`config.mk`:
```
export PLATFORM = sky130hd
export DESIGN_NAME = univ_shift_reg
export DESIGN_NICKNAME = d
export VERILOG_FILES = /design/src/rtl/univ_shift_reg.sv
export SDC_FILE = /design/constraint.sdc
export NUM_CORES = 1
export LEC_CHECK = 0
export ABC_AREA = 1
export BUFFER_PORTS_ARGS = -buffer_cell sky130_fd_sc_hd__buf_2
export CAP_MARGIN = 15
export CORE_MARGIN = 10
export CORE_UTILIZATION = 49
export CTS_CLUSTER_SIZE = 40
export DETAILED_ROUTE_END_ITERATION = 16
export PLACE_DENSITY = 0.88
export REMOVE_ABC_BUFFERS = 1
export SLEW_MARGIN = 20
export SYNTH_ARGS = -nofsm -noshare
export SYNTH_HDL_FRONTEND = slang
export SYNTH_SLANG_ARGS = --single-unit
```
`constraint.sdc`:
```
create_clock -name clk -period 2.1 [get_ports clk]
set_input_delay 0.21 -clock clk [delete_from_list [all_inputs] [get_ports clk]]
set_output_delay 0.21 -clock clk [all_outputs]
set_load 0.01 [all_outputs]
```
`src/rtl/univ_shift_reg.sv`:
```
`default_nettype none
// ============================================================================
//  Module   : univ_shift_reg
//  Brief    : Parametrised universal shift register with hold / shift-right /
//             shift-left / parallel-load modes and a counted burst engine that
//             shifts a programmed number of bits per start pulse.
//  Revision : 1.0  initial release
// ============================================================================
module univ_shift_reg #(
  parameter int                 WIDTH   = 4,
  parameter logic [WIDTH-1:0]   RST_VAL = '0,
  localparam int                CW      = $clog2(WIDTH + 1)
) (
  input  logic             clk,
  input  logic             arstn,
  input  logic             en,
  input  logic [1:0]       mode,
  input  logic             s_in_r,
  input  logic             s_in_l,
  input  logic [WIDTH-1:0] p_in,
  input  logic             start,
  input  logic             dir,
  input  logic [CW-1:0]    cnt,
  output logic [WIDTH-1:0] q,
  output logic             s_out_r,
  output logic             s_out_l,
  output logic             busy,
  output logic             done
);

  // Per-cycle mode encoding
  localparam logic [1:0] C_MODE_HOLD = 2'b00;
  localparam logic [1:0] C_MODE_SHR  = 2'b01;
  localparam logic [1:0] C_MODE_SHL  = 2'b10;
  localparam logic [1:0] C_MODE_LOAD = 2'b11;

  // Register width expressed in the burst-count width, used for clamping
  localparam logic [CW-1:0] C_WIDTH_CNT = CW'(WIDTH);
  localparam logic [CW-1:0] C_ONE_CNT   = CW'(1);

  typedef enum logic [1:0] {
    S_IDLE = 2'd0,
    S_RUN  = 2'd1,
    S_DONE = 2'd2
  } state_t;

  state_t           r_state;
  logic [WIDTH-1:0] r_q;
  logic [CW-1:0]    r_rem;
  logic             r_dir;
  logic             r_busy;
  logic             r_done;

  logic [WIDTH-1:0] w_shr;
  logic [WIDTH-1:0] w_shl;
  logic [CW-1:0]    w_cnt_clamp;

  // Candidate next values for the two shift directions
  assign w_shr = {s_in_r, r_q[WIDTH-1:1]};
  assign w_shl = {r_q[WIDTH-2:0], s_in_l};

  // Burst lengths beyond the register width collapse to a full-width burst
  assign w_cnt_clamp = (cnt > C_WIDTH_CNT) ? C_WIDTH_CNT : cnt;

  // Control FSM and datapath: per-cycle modes in IDLE, counted shifts in RUN
  always_ff @(posedge clk or negedge arstn) begin
    if (!arstn) begin
      r_state <= S_IDLE;
      r_q     <= RST_VAL;
      r_rem   <= '0;
      r_dir   <= 1'b0;
      r_busy  <= 1'b0;
      r_done  <= 1'b0;
    end else begin
      case (r_state)
        S_IDLE: begin
          r_done <= 1'b0;
          if (start) begin
            // A burst request takes priority over any per-cycle mode
            r_rem <= w_cnt_clamp;
            r_dir <= dir;
            if (w_cnt_clamp != '0) begin
              r_state <= S_RUN;
              r_busy  <= 1'b1;
            end else begin
              r_state <= S_DONE;
              r_busy  <= 1'b0;
              r_done  <= 1'b1;
            end
          end else if (en) begin
            case (mode)
              C_MODE_SHR:  r_q <= w_shr;
              C_MODE_SHL:  r_q <= w_shl;
              C_MODE_LOAD: r_q <= p_in;
              C_MODE_HOLD: r_q <= r_q;
              default:     r_q <= r_q;
            endcase
          end
        end

        S_RUN: begin
          r_q   <= r_dir ? w_shl : w_shr;
          r_rem <= r_rem - C_ONE_CNT;
          if (r_rem == C_ONE_CNT) begin
            r_state <= S_DONE;
            r_busy  <= 1'b0;
            r_done  <= 1'b1;
          end
        end

        S_DONE: begin
          // One-cycle completion pulse; any request seen here is dropped
          r_state <= S_IDLE;
          r_done  <= 1'b0;
        end

        default: begin
          r_state <= S_IDLE;
          r_busy  <= 1'b0;
          r_done  <= 1'b0;
        end
      endcase
    end
  end

  // Outputs are direct taps of registered state
  assign q       = r_q;
  assign s_out_r = r_q[0];
  assign s_out_l = r_q[WIDTH-1];
  assign busy    = r_busy;
  assign done    = r_done;

endmodule
`default_nettype wire

```
==> impl_results.md <==
* Status: complete, no violations
* Worst Path Max Fanout at 4
* Finished Layout Cells at 146
* Vias at 789
* Final hold violations at 0
* CP most frequent cell: nand2_1
* Clk pin slew, worst setup/hold paths at 0.07 ns
* Crit path arrival time at ~1.3 ns
* CP max stage delay at 0.37 ns
* Synthesis Warnings at 0
* Max H-tree Level at 1
* Hold Crit Class: in2reg
* Die height at around 60 µm
* Clock power frac at 10.5%
* Global route total overflow at 0
* Fill count at 135
* Clock tree buffer depth at 2
* DP Wirelength at ~1600 µm
* Die Width at 60.0 µm
* Placed instance count at approximately 140
* IO Count at 24
* Slew @ Worst Pin at 0.280 ns
* Utilization after layout at 61.0%
* Number of cells on the worst reg-to-reg path at 7
* Unique masters post-synth at 19
* Max-slew violations at 0
* I/O Buffers at 23
* Flops & latches, synth at 12
* P_leak at 0.000501 µW
* DRC violations left at 0
* Mean Syn Cell Area at 7.34 µm²
* Area grow syn2layout at 17.0%
* Routed wire length per instance at 13.0 µm
* CP Class: reg2reg
* Vias in the first global route at 800
* Final WL at roughly 1900 µm
* VDD IR max at 0.738 mV
* ANT nets after route at 0
* Initial antenna violation count at 0
* Top-area cell type share of the netlist area at 38.2%
* Iteration-0 DRC count of the detailed router at 28
* Sw frac at 46.7%
* Register share of total power at between 30% and 40%
* CP top delay family: flip-flops
* Layout cell share with drive strength beyond 1 at between 20% and 30%
* Routed vias/inst at 5.40
* Slew margin rel. at 81.3%
* Setup TNS at 0 ns
* Dpl ws at between 0.9 and 1 ns
* Post-CTS Setup Inserts at 0
* CP cell instances: inv_1 > ha_1 > nand2_1 > nand2_4 > o211ai_1 > nand2_1 > nand2_1
* Starting Density at around 52%
* RSZ-0062 raised after global routing: false
* Setup violators final at 0
* Min cycle time layout at between 1 and 1.5 ns
* Clk_lat worst skew at 0.26 ns
* Max-Cap Viols at 0
* Internal at roughly 670 µW
* Fin Clk Skew at 0.00252 ns
* Post-Syn Instances at between 100 and 150
* CP bufs+invs at 1
* Worst setup EP type: flop
* Leading area contributor after synthesis: dfrtp_1
* Nets@finish at 150
* Fmax at 0.862 GHz
* Clock buffer count from CTS at 3
* FP Rows at 14
* Num Clock Sinks at 12
* Die ar. at 3610 µm²
* TritonCTS clock tree: yes
* Clock root buffer: clkbuf_4
* Inserted Diodes at 0
* Global-route wire length before repair at 3220 µm
* Final worst-path cycle share at 55.2%
* Drt pass-1 iters at 4
* Crit start category: flop
* Required time worst endpoint at approximately 2.3 ns
* Comb power frac at 53.2%
* WHS Path Cells at 3
* Register area share after synthesis at around two fifths
* GRT Resource Usage Total at 11.2%
* NetSw at 586 µW
* Crit. path cell count at 7
* Setup ws final at 0.940 ns
* Hold slack final at 0.174 ns
* Routability cong. at 0.810
* Mapped cell area at 786 µm²
* Power density over the cells at 1360 nW/µm²
* Largest net degree at the start of global routing at 13
* Worst path slowest cell: dfrtp_1
* Largest cells by area after synthesis: dfrtp_1 38%, nand3_1 15%, nand2_1 15%
* Core Region at 1510 µm²
==> state kept, by name (all words and copies together), names as in the netlist <==
register and flops:
q 4, r_rem 3, r_state 2, busy 1
done 1, r_dir 1
==> repair_timing <==
action,in CTS,in global routing
endpoints found under the hold margin,12,0
resized for setup,0,0
hold buffers,1,0
==> per-layer routing <==
metal	up-vias	GRT usage, %	part of all wire [%]
met3	5	5.72	13
met4	0	5.13	1.5
met5	-	0	0
met1	349	11.8	41
met2	29	18.1	45
li1	406	-	-
==> power by group through the flow <==
stage,Combinational (µW),Clock [µW],Sequential (µW)
after floorplan,447,0,470
after global placement,643,0,448
after detailed placement,678,0,459
after CTS,682,138,455
after global routing,774,147,469
final,668,132,455
==> layout make-up <==
class | count | area (µm²) | share of cell area (%)
clock buffer | 3 | 22.5 | 2.45
inverter | 12 | 45.0 | 4.90
multi-input combinational | 79 | 407 | 44.2
sequential | 12 | 300 | 32.7
tap | 16 | 20.0 | 2.18
timing repair buffer | 24 | 125 | 13.6
==> worst register-to-register path: cells and delay by family, from the launching register on <==
kind | cells | cell delay (ns)
flops | 1 | 0.37
simple gates | 4 | 0.34
fa+ha+maj | 1 | 0.15
buf+inv | 1 | 0.10
compound gates | 1 | 0.08
==> cells in the final DEF, fill, tap and decap left out, drive strengths merged <==
master,netlist,routed
nand2,35,35
clkbuf,0,3
ha,2,2
o21ai,3,3
inv,12,12
o211ai,3,3
nand3b,1,1
or2,1,1
nand3,25,25
dlygate4sd3,0,1
nor2,4,4
dfrtp,12,12
nand4,5,5
buf,4,23
==> worst paths after layout <==
check                           slack [ns]  endpoint      from
worst max-delay path                  0.94      busy  r_rem[1]
worst min-delay path                  0.17     r_dir       dir
worst max register to register        0.94      busy  r_rem[1]
worst min register to register        0.50      busy      busy
max in group asynchronous             1.52      q[0]     arstn
min in group asynchronous             0.36      done     arstn
==> cell families (layout without fill, tap and decap cells) <==
family,count (synthesis),in the layout,synth area share [%]
flops,12,12,38.2
fa+ha+maj,2,2,3.18
simple gates,71,71,43.8
buf+inv,16,39,10.0
compound gates,6,6,4.78
==> through the flow <==
step | power, µW | area (µm²)
CTS | 1270 | 920
detailed placement | 1140 | 887
global placement | 1090 | 887
global route | 1390 | 920
floorplan | 916 | 752
finish | 1250 | 920
==> cell usage after synthesis (all sizes together) <==
master / n
o21ai: 3
nand3b: 1
nor2: 4
buf: 4
ha: 2
nand4: 5
nand3: 25
nand2: 35
dfrtp: 12
or2: 1
o211ai: 3
inv: 12
(Power assumes the default switching activity.)
